### src/rtl/control_sequencer_if.sv
`default_nettype none
// ============================================================================
// control_sequencer_if : IR / memory handshake inputs and control-strobe bus
//                        between the sequencer (master) and the datapath.
// Revision: 1.0
// ============================================================================
interface control_sequencer_if;
  logic [31:0] IR;
  logic        mem_ready;

  logic        PC_out;
  logic        MAR_enable;
  logic        IncPC;
  logic        PC_enable;

  logic        Read;
  logic        MDR_enable;
  logic        MDR_out;
  logic        IR_enable;

  logic        Y_enable;
  logic        Z_enable;
  logic        ZLow_out;
  logic        ZHigh_out;
  logic        HI_enable;
  logic        LO_enable;

  logic        Gra;
  logic        Grb;
  logic        Grc;
  logic        Rin;
  logic        Rout;

  logic [4:0]  opcode;
  logic        run;
  logic        done;
  logic        illegal;

  modport master (
    input  IR, mem_ready,
    output PC_out, MAR_enable, IncPC, PC_enable,
    output Read, MDR_enable, MDR_out, IR_enable,
    output Y_enable, Z_enable, ZLow_out, ZHigh_out, HI_enable, LO_enable,
    output Gra, Grb, Grc, Rin, Rout,
    output opcode, run, done, illegal
  );

  modport slave (
    output IR, mem_ready,
    input  PC_out, MAR_enable, IncPC, PC_enable,
    input  Read, MDR_enable, MDR_out, IR_enable,
    input  Y_enable, Z_enable, ZLow_out, ZHigh_out, HI_enable, LO_enable,
    input  Gra, Grb, Grc, Rin, Rout,
    input  opcode, run, done, illegal
  );
endinterface
`default_nettype wire

### src/rtl/control_sequencer.sv
`default_nettype none
// ============================================================================
// control_sequencer : hardwired fetch/execute control unit for the single-bus
//                     datapath (register-to-register ALU instructions).
// Revision: 1.0
// ============================================================================
module control_sequencer (
  input  logic                clk,
  input  logic                clr,
  control_sequencer_if.master bus
);

  localparam logic [4:0] c_op_add  = 5'b00011;
  localparam logic [4:0] c_op_sub  = 5'b00100;
  localparam logic [4:0] c_op_shr  = 5'b00101;
  localparam logic [4:0] c_op_shra = 5'b00110;
  localparam logic [4:0] c_op_shl  = 5'b00111;
  localparam logic [4:0] c_op_ror  = 5'b01000;
  localparam logic [4:0] c_op_rol  = 5'b01001;
  localparam logic [4:0] c_op_and  = 5'b01010;
  localparam logic [4:0] c_op_or   = 5'b01011;
  localparam logic [4:0] c_op_div  = 5'b01111;
  localparam logic [4:0] c_op_mul  = 5'b10000;
  localparam logic [4:0] c_op_neg  = 5'b10001;
  localparam logic [4:0] c_op_not  = 5'b10010;
  localparam logic [4:0] c_op_nop  = 5'b11010;
  localparam logic [4:0] c_op_halt = 5'b11011;

  typedef enum logic [3:0] {
    S_IDLE   = 4'd0,
    S_T0     = 4'd1,
    S_T1     = 4'd2,
    S_T2     = 4'd3,
    S_T3     = 4'd4,
    S_T4     = 4'd5,
    S_T5     = 4'd6,
    S_T6     = 4'd7,
    S_HALTED = 4'd8
  } state_t;

  state_t state_q, state_d;
  logic   illegal_q, illegal_d;

  logic [4:0] w_op;
  logic       w_cls_three;
  logic       w_cls_hilo;
  logic       w_cls_two;
  logic       w_op_nop;
  logic       w_op_halt;
  logic       w_exec;
  logic       w_unsupported;

  // Register fields are routed to the select/encode logic downstream; only the
  // opcode influences sequencing here.
  logic unused_ir_fields;
  assign unused_ir_fields = ^bus.IR[26:0];

  assign w_op = bus.IR[31:27];

  always_comb begin
    w_cls_three = 1'b0;
    w_cls_hilo  = 1'b0;
    w_cls_two   = 1'b0;
    w_op_nop    = 1'b0;
    w_op_halt   = 1'b0;
    case (w_op)
      c_op_add, c_op_sub, c_op_shr, c_op_shra, c_op_shl,
      c_op_ror, c_op_rol, c_op_and, c_op_or:  w_cls_three = 1'b1;
      c_op_div, c_op_mul:                     w_cls_hilo  = 1'b1;
      c_op_neg, c_op_not:                     w_cls_two   = 1'b1;
      c_op_nop:                               w_op_nop    = 1'b1;
      c_op_halt:                              w_op_halt   = 1'b1;
      default: ;
    endcase
  end

  assign w_exec        = w_cls_three | w_cls_hilo | w_cls_two;
  assign w_unsupported = ~(w_exec | w_op_nop | w_op_halt);

  always_ff @(posedge clk or negedge clr) begin
    if (!clr) begin
      state_q   <= S_IDLE;
      illegal_q <= 1'b0;
    end else begin
      state_q   <= state_d;
      illegal_q <= illegal_d;
    end
  end

  always_comb begin
    state_d   = state_q;
    illegal_d = illegal_q;
    case (state_q)
      S_IDLE: state_d = S_T0;
      S_T0:   state_d = S_T1;
      S_T1: begin
        if (bus.mem_ready) state_d = S_T2;
      end
      S_T2: begin
        if (w_op_halt) begin
          state_d = S_HALTED;
        end else if (w_exec) begin
          state_d = S_T3;
        end else begin
          // nop and unsupported opcodes both retire here; only the latter flag
          state_d = S_T0;
          if (w_unsupported) illegal_d = 1'b1;
        end
      end
      S_T3:     state_d = S_T4;
      S_T4:     state_d = S_T5;
      S_T5:     state_d = w_cls_hilo ? S_T6 : S_T0;
      S_T6:     state_d = S_T0;
      S_HALTED: state_d = S_HALTED;
      default:  state_d = S_IDLE;
    endcase
  end

  logic       w_pc_out, w_mar_enable, w_inc_pc, w_pc_enable;
  logic       w_read, w_mdr_enable, w_mdr_out, w_ir_enable;
  logic       w_y_enable, w_z_enable, w_zlow_out, w_zhigh_out;
  logic       w_hi_enable, w_lo_enable;
  logic       w_gra, w_grb, w_grc, w_rin, w_rout;
  logic [4:0] w_opcode;
  logic       w_done;

  always_comb begin
    w_pc_out     = 1'b0;
    w_mar_enable = 1'b0;
    w_inc_pc     = 1'b0;
    w_pc_enable  = 1'b0;
    w_read       = 1'b0;
    w_mdr_enable = 1'b0;
    w_mdr_out    = 1'b0;
    w_ir_enable  = 1'b0;
    w_y_enable   = 1'b0;
    w_z_enable   = 1'b0;
    w_zlow_out   = 1'b0;
    w_zhigh_out  = 1'b0;
    w_hi_enable  = 1'b0;
    w_lo_enable  = 1'b0;
    w_gra        = 1'b0;
    w_grb        = 1'b0;
    w_grc        = 1'b0;
    w_rin        = 1'b0;
    w_rout       = 1'b0;
    w_opcode     = 5'b00000;
    w_done       = 1'b0;
    case (state_q)
      S_T0: begin
        w_pc_out     = 1'b1;
        w_mar_enable = 1'b1;
        w_inc_pc     = 1'b1;
        w_pc_enable  = 1'b1;
      end
      S_T1: begin
        w_read       = 1'b1;
        w_mdr_enable = 1'b1;
      end
      S_T2: begin
        w_mdr_out   = 1'b1;
        w_ir_enable = 1'b1;
        w_done      = ~(w_exec | w_op_halt);
      end
      S_T3: begin
        w_grb      = 1'b1;
        w_rout     = 1'b1;
        w_y_enable = 1'b1;
      end
      S_T4: begin
        w_rout     = 1'b1;
        w_z_enable = 1'b1;
        w_opcode   = w_op;
        // single-source ops read Rb again; everything else takes Rc
        if (w_cls_two) w_grb = 1'b1;
        else           w_grc = 1'b1;
      end
      S_T5: begin
        w_zlow_out = 1'b1;
        if (w_cls_hilo) begin
          w_lo_enable = 1'b1;
        end else begin
          w_gra  = 1'b1;
          w_rin  = 1'b1;
          w_done = 1'b1;
        end
      end
      S_T6: begin
        w_zhigh_out = 1'b1;
        w_hi_enable = 1'b1;
        w_done      = 1'b1;
      end
      default: ;
    endcase
  end

  assign bus.PC_out     = w_pc_out;
  assign bus.MAR_enable = w_mar_enable;
  assign bus.IncPC      = w_inc_pc;
  assign bus.PC_enable  = w_pc_enable;
  assign bus.Read       = w_read;
  assign bus.MDR_enable = w_mdr_enable;
  assign bus.MDR_out    = w_mdr_out;
  assign bus.IR_enable  = w_ir_enable;
  assign bus.Y_enable   = w_y_enable;
  assign bus.Z_enable   = w_z_enable;
  assign bus.ZLow_out   = w_zlow_out;
  assign bus.ZHigh_out  = w_zhigh_out;
  assign bus.HI_enable  = w_hi_enable;
  assign bus.LO_enable  = w_lo_enable;
  assign bus.Gra        = w_gra;
  assign bus.Grb        = w_grb;
  assign bus.Grc        = w_grc;
  assign bus.Rin        = w_rin;
  assign bus.Rout       = w_rout;
  assign bus.opcode     = w_opcode;
  assign bus.done       = w_done;
  assign bus.run        = (state_q != S_HALTED);
  assign bus.illegal    = illegal_q;

endmodule
`default_nettype wire
### src/flat_wrapper.sv
// flat-port wrapper written by rule: the top's interface ports become plain ports
module control_sequencer_flat 
  (clk, clr, bus_IR, bus_mem_ready, bus_PC_out, bus_MAR_enable, bus_IncPC, bus_PC_enable, bus_Read, bus_MDR_enable, bus_MDR_out, bus_IR_enable, bus_Y_enable, bus_Z_enable, bus_ZLow_out, bus_ZHigh_out, bus_HI_enable, bus_LO_enable, bus_Gra, bus_Grb, bus_Grc, bus_Rin, bus_Rout, bus_opcode, bus_run, bus_done, bus_illegal);
  control_sequencer_if bus_i ();
  input  logic clk;
  input  logic clr;
  input wire logic [$bits(bus_i.IR)-1:0] bus_IR;
  input wire logic [$bits(bus_i.mem_ready)-1:0] bus_mem_ready;
  output wire logic [$bits(bus_i.PC_out)-1:0] bus_PC_out;
  output wire logic [$bits(bus_i.MAR_enable)-1:0] bus_MAR_enable;
  output wire logic [$bits(bus_i.IncPC)-1:0] bus_IncPC;
  output wire logic [$bits(bus_i.PC_enable)-1:0] bus_PC_enable;
  output wire logic [$bits(bus_i.Read)-1:0] bus_Read;
  output wire logic [$bits(bus_i.MDR_enable)-1:0] bus_MDR_enable;
  output wire logic [$bits(bus_i.MDR_out)-1:0] bus_MDR_out;
  output wire logic [$bits(bus_i.IR_enable)-1:0] bus_IR_enable;
  output wire logic [$bits(bus_i.Y_enable)-1:0] bus_Y_enable;
  output wire logic [$bits(bus_i.Z_enable)-1:0] bus_Z_enable;
  output wire logic [$bits(bus_i.ZLow_out)-1:0] bus_ZLow_out;
  output wire logic [$bits(bus_i.ZHigh_out)-1:0] bus_ZHigh_out;
  output wire logic [$bits(bus_i.HI_enable)-1:0] bus_HI_enable;
  output wire logic [$bits(bus_i.LO_enable)-1:0] bus_LO_enable;
  output wire logic [$bits(bus_i.Gra)-1:0] bus_Gra;
  output wire logic [$bits(bus_i.Grb)-1:0] bus_Grb;
  output wire logic [$bits(bus_i.Grc)-1:0] bus_Grc;
  output wire logic [$bits(bus_i.Rin)-1:0] bus_Rin;
  output wire logic [$bits(bus_i.Rout)-1:0] bus_Rout;
  output wire logic [$bits(bus_i.opcode)-1:0] bus_opcode;
  output wire logic [$bits(bus_i.run)-1:0] bus_run;
  output wire logic [$bits(bus_i.done)-1:0] bus_done;
  output wire logic [$bits(bus_i.illegal)-1:0] bus_illegal;
  assign bus_i.IR = bus_IR;
  assign bus_i.mem_ready = bus_mem_ready;
  assign bus_PC_out = bus_i.PC_out;
  assign bus_MAR_enable = bus_i.MAR_enable;
  assign bus_IncPC = bus_i.IncPC;
  assign bus_PC_enable = bus_i.PC_enable;
  assign bus_Read = bus_i.Read;
  assign bus_MDR_enable = bus_i.MDR_enable;
  assign bus_MDR_out = bus_i.MDR_out;
  assign bus_IR_enable = bus_i.IR_enable;
  assign bus_Y_enable = bus_i.Y_enable;
  assign bus_Z_enable = bus_i.Z_enable;
  assign bus_ZLow_out = bus_i.ZLow_out;
  assign bus_ZHigh_out = bus_i.ZHigh_out;
  assign bus_HI_enable = bus_i.HI_enable;
  assign bus_LO_enable = bus_i.LO_enable;
  assign bus_Gra = bus_i.Gra;
  assign bus_Grb = bus_i.Grb;
  assign bus_Grc = bus_i.Grc;
  assign bus_Rin = bus_i.Rin;
  assign bus_Rout = bus_i.Rout;
  assign bus_opcode = bus_i.opcode;
  assign bus_run = bus_i.run;
  assign bus_done = bus_i.done;
  assign bus_illegal = bus_i.illegal;
  control_sequencer u_core (.clk(clk), .clr(clr), .bus(bus_i));
endmodule
### config.mk
export PLATFORM = sky130hd
export DESIGN_NAME = control_sequencer_flat
export DESIGN_NICKNAME = d
export VERILOG_FILES = /design/src/rtl/control_sequencer_if.sv /design/src/rtl/control_sequencer.sv /design/src/flat_wrapper.sv
export SDC_FILE = /design/constraint.sdc
export NUM_CORES = 1
export LEC_CHECK = 0
export CAP_MARGIN = 20
export CORE_ASPECT_RATIO = 1.4
export CORE_MARGIN = 2
export CORE_UTILIZATION = 31
export CTS_BUF_LIST = sky130_fd_sc_hd__clkbuf_4 sky130_fd_sc_hd__clkbuf_8
export DETAILED_ROUTE_END_ITERATION = 7
export GPL_TIMING_DRIVEN = 0
export MAX_ROUTING_LAYER = met4
export PLACE_DENSITY = 0.88
export SETUP_SLACK_MARGIN = 0.5
export SLEW_MARGIN = 20
export SYNTH_ARGS = -nofsm -noshare
export SYNTH_HDL_FRONTEND = slang
export SYNTH_SLANG_ARGS = --single-unit
### constraint.sdc
create_clock -name clk -period 3.9 [get_ports clk]
set_input_delay 0.39 -clock clk [delete_from_list [all_inputs] [get_ports clk]]
set_output_delay 0.39 -clock clk [all_outputs]
set_load 0.05 [all_outputs]
# == Word-level counts from Yosys, hierarchy flattened ==
# Index checks and enable logic that the tools add are counted.
# word_totals
reg_bits,5
latchBits,0
ramBits,0
rom_bits,0
in_bits,35
output_inout_bits,27
memories,0
# op_classes
n_addsub,0
n_mul,0
div,0
n_lt_le_gt_ge,0
eq_ne,25
shift,0
muxes,28
bitwise_logic,9
n_reduce_logical,7
# ops
cell,n
$pmux W4 S8,1
$eq A5 B4 Y1 const B,5
$eq A5 B5 Y1 const B,5
$eq A5 B3 Y1 const B,4
$mux W1,20
$eq A4 B3 Y1 const B,4
$reduce_or A9 Y1,1
$eq A4 B2 Y1 const B,2
$mux W4,2
$reduce_or A2 Y1,4
$mux W3,2
$eq A5 B2 Y1 const B,1
$mux W5,1
$or A1 B1 Y1,5
$eq A4 B1 Y1 const B,1
$eq A4 B4 Y1 const B,1
$logic_not A4 Y1,1
$ne A4 B4 Y1 const B,1
$not A1 Y1,4
$reduce_and A4 Y1,1
$pmux W1 S3,1
$ne A2 B2 Y1 const B,1
$pmux W1 S2,1

# == Longest topological paths before layout ==
# logic_depth
word_depth,9
mapped_depth,5
mapped_depth_nobuf,4

# == Worst setup path before layout ==
# OpenSTA, ideal clock, no wires.
# synth_path
kind,reg2out
from,reg u_core.state_q[3]
to,out bus_Grb
arrival_ns,2.296
required_time_ns,3.510
setup_slack_ns,1.214
stages_incl_launch_ff,5
n_path_buf,1
path_cell_list,dfrtp_1 buf_6 nand2b_2 nor2_1 a21boi_1
# synth_between
elab_chain_len,2
word_cells_on_any_way,3
# synth_rtl
item,line,text
"start, declared",control_sequencer.sv:41,"state_t state_q, state_d;"
"start signal, assigned",control_sequencer.sv:85,state_q <= state_d;
$eq A4 B3 Y1,control_sequencer.sv:149,case (state_q)
$pmux W1 S2 (*),control_sequencer.sv:149,
"end, declared",flat_wrapper.sv:24,output wire logic [$bits(bus_i.Grb)-1:0] bus_Grb;
# Every way passes the cells marked *; elsewhere a longest branch is shown, timed or not.

# == Worst setup path after layout ==
# layout_path
from,in bus_IR[31]
to,out bus_Rin
# layout_between
elab_chain_len,5
word_cells_on_any_way,6
# layout_rtl
item,line,text
"start, declared",flat_wrapper.sv:7,input wire logic [$bits(bus_i.IR)-1:0] bus_IR;
$eq A5 B4 Y1 / $eq A5 B5 Y1 (equally long branches),control_sequencer.sv:66,case (w_op)
$reduce_or A2 Y1 (*),control_sequencer.sv:66,
$mux W1 (*),control_sequencer.sv:66,
$mux W1 (*),control_sequencer.sv:180,if (w_cls_hilo) begin
$mux W1 (*),control_sequencer.sv:149,
"end, declared",flat_wrapper.sv:26,output wire logic [$bits(bus_i.Rin)-1:0] bus_Rin;
# Marked as above.

==> qor.csv <==
stage,metric,value,unit
critical_path,startpoint_type,input port,
drt,routed.top_layer,met4,
grt,grt_pass1_wl,2190,um
finish,final_common_cell,clkdlybuf4s50_1,
critical_path,r2r_slack,2550,ps
critical_path,cp.required,3510,ps
clock_tree,clk_pin_slew,40,ps
clock_tree,hold_buffers,0,
floorplan,num_rows,18,
logic_synthesis,ys_warn_count,0,
drt,num_vias,609,
timing,maxSlewViolCount,0,
timing,finalClockSkew,2.56,ps
clock_tree,cts_tree,yes,
drt,drtPass1Iterations,3,
critical_path,critPathMaxFanout,8,
pwr,irDropWorstVdd,386,uV
floorplan,ios,62,
drt,viasPerCell,4.83,
pwr,power_frac_clock,8.9,%
clock_tree,clock_latency,240,ps
timing,fin_ws,1000,ps
drt,wl_met1,547,um
place,dp_hpwl,1210,um
timing,setup_viol,0,
logic_synthesis,ys_ff_latch,5,
grt,grt-ovfl-total,0,
pwr,swShare,54.8,%
timing,rsz0062_at_grt,false,
timing,period_needed,2900,ps
timing,setup_tns,0,ps
drt,drt_wl_total,1410,um
run_status,status,"finished, final reports clean",
run,drv_cap,0,
floorplan,dieArea,2220,um^2
grt,grt_use_total,14.4,%
finish,final_cell_mix,"clkdlybuf4s50_1, nor2_1, buf_4, and2_1, nor3_1",
floorplan,start_util,32.8,%
drt,route.met2.wl,785,um
place,place.port_buffers,34,
clock_tree,post_cts_buffers,0,
critical_path,worst_r2r_path_depth,5,
logic_synthesis,yosysTopAreaCell,dfrtp_1,
drt,drc,0,
logic_synthesis,syn-cell-area,576,um^2
finish,design_area,971,um^2
pwr,power,0.731,mW
clock_tree,clockRootBuffer,clkbuf_4,
timing,tightest_slew,525,ps
finish,area_growth,68.7,%
pwr,p_sw,0.400,mW
pwr,p_leak,0.422,nW
grt,antenna_found_initial,0,
clock_tree,max-clock-path-buffers,2,
critical_path,crit_type,input port to output pin,
place,dpl_cell_area,941,um^2
logic_synthesis,synthDistinctLibCells,33,
critical_path,critPathLaunch,bus_IR[31],
logic_synthesis,ys_top_cells_by_area,"dfrtp_1, buf_4, and2_1",
timing,maxSlewHeadroom,64.9,%
drt,postRouteAntennaNets,0,
critical_path,r2r_end,u_core.state_q[0],
place,place_congestion,0.741,
drt,wire_per_inst,11.2,um
drt,wl_met3,64,um
pwr,p_per_area,752,nW/um^2
timing,post-route-period-util,74.4,%
pwr,p_int,0.330,mW
clock_tree,ctsResizeCount,0,
logic_synthesis,yosysTopAreaCellShare,21.7,%
clock_tree,cts-buffers-inserted,3,
critical_path,critPathCaptureType,output pin,
finish,drive_gt1_share,22.6,%
timing,fmax,345,MHz
place,dp_slack,983,ps
floorplan,die_h,55.0,um
finish,diodes,0,
timing,hold_violations,0,
logic_synthesis,synth_fp_nets,103,
place,dp.cells,122,
timing,hold_slack,374,ps
pwr,seqPwrFrac,11.2,%
critical_path,cp.arrival,2510,ps
pwr,pwr-share-comb,79.9,%
floorplan,core-area,1760,um^2
clock_tree,htreeDepth,1,
floorplan,die_w,40.4,um
clock_tree,clock_sinks,5,
logic_synthesis,postSynthAreaPerCell,8.46,um^2
grt,grt_max_degree,11,
finish,fill_cells,179,
logic_synthesis,ys_seq_area_share,21.7,%
grt,grt_pass1_vias,520,
worst_hold_path,hp-class,input port to async pin,
drt,first_iter_violations,3,
finish,nNetsFinal,142,
logic_synthesis,synth_cells,68,
critical_path,reg2reg_from,u_core.state_q[3],
finish,fin_util,55.3,%
finish,finalNonFillerCells,126,
-- logic make-up (layout without fill, tap and decap cells) --
group                     count (synthesis)  after routing  share of synthesized area [%]
AOI/OAI and AO/OA                        15             15                           24.1
xor gates and xnor gates                  1              1                           1.52
buffers and inverters                    11             49                           13.5
DFF                                       5              5                           21.7
and+or+nand+nor                          36             36                           39.1
-- registers in the layout, summed over array words and instances (netlist names) --
| signal | count |
|---|---|
| u_core.state_q | 4 |
| u_core.bus.illegal | 1 |
-- cells in the mapped netlist (all sizes together) --
master,instances
and3,1
inv,1
dfrtp,5
o22ai,1
a211o,1
and4bb,1
a31oi,1
and2,6
nand2b,4
xor2,1
a22oi,1
o21bai,1
nor3,7
nor2,7
a21oi,2
nand2,4
and4b,2
a21boi,4
o221ai,1
o31ai,1
a21o,1
and2b,1
o211ai,1
nor3b,1
nor2b,2
buf,10
-- per-layer routing --
layer / vias to the layer above / track usage [%]
met5: - / -
met4: 0 / 5.00
met3: 2 / 1.20
met2: 22 / 26.5
met1: 273 / 15.3
li1: 312 / -
-- area by class of cell --
| class | count | area [um^2] | area share (%) |
|---|---|---|---|
| Timing Repair Buffer | 34 | 340 | 35.1 |
| Inverter | 1 | 3.75 | 0.387 |
| Multi-Input combinational cell | 52 | 373 | 38.4 |
| Buffer | 10 | 73.8 | 7.60 |
| Sequential cell | 5 | 125 | 12.9 |
| Clock buffer | 4 | 30.0 | 3.09 |
| Tap cell | 20 | 25.0 | 2.58 |
-- worst max path at each step --
stage               cells past startpoint      end  slack, ps
finish                                  6  bus_Rin       1000
global route                            6  bus_Rin        910
CTS                                     6  bus_Rin        990
detailed placement                      6  bus_Rin        980
global placement                        6  bus_Rin       1010
floorplan                               4  bus_Grb       1210
-- critical path, cell delays in order --
cell             delay [ps]
clkdlybuf4s50_1         580
and4b_4                 250
a22oi_4                 230
and2_1                  180
buf_4                   100
clkdlybuf4s50_1         780
-- power by group through the flow --
stage / sequential (mW) / combinational, mW / clock (mW)
6_report: 0.0821 / 0.583 / 0.0651
5_1_grt: 0.0856 / 0.623 / 0.0692
4_1_cts: 0.0819 / 0.588 / 0.0671
3_5_place_dp: 0.0827 / 0.587 / 0
3_3_place_gp: 0.0809 / 0.579 / 0
2_1_floorplan: 0.0809 / 0.425 / 0
Note: power is estimated with default switching activity, not from simulation.
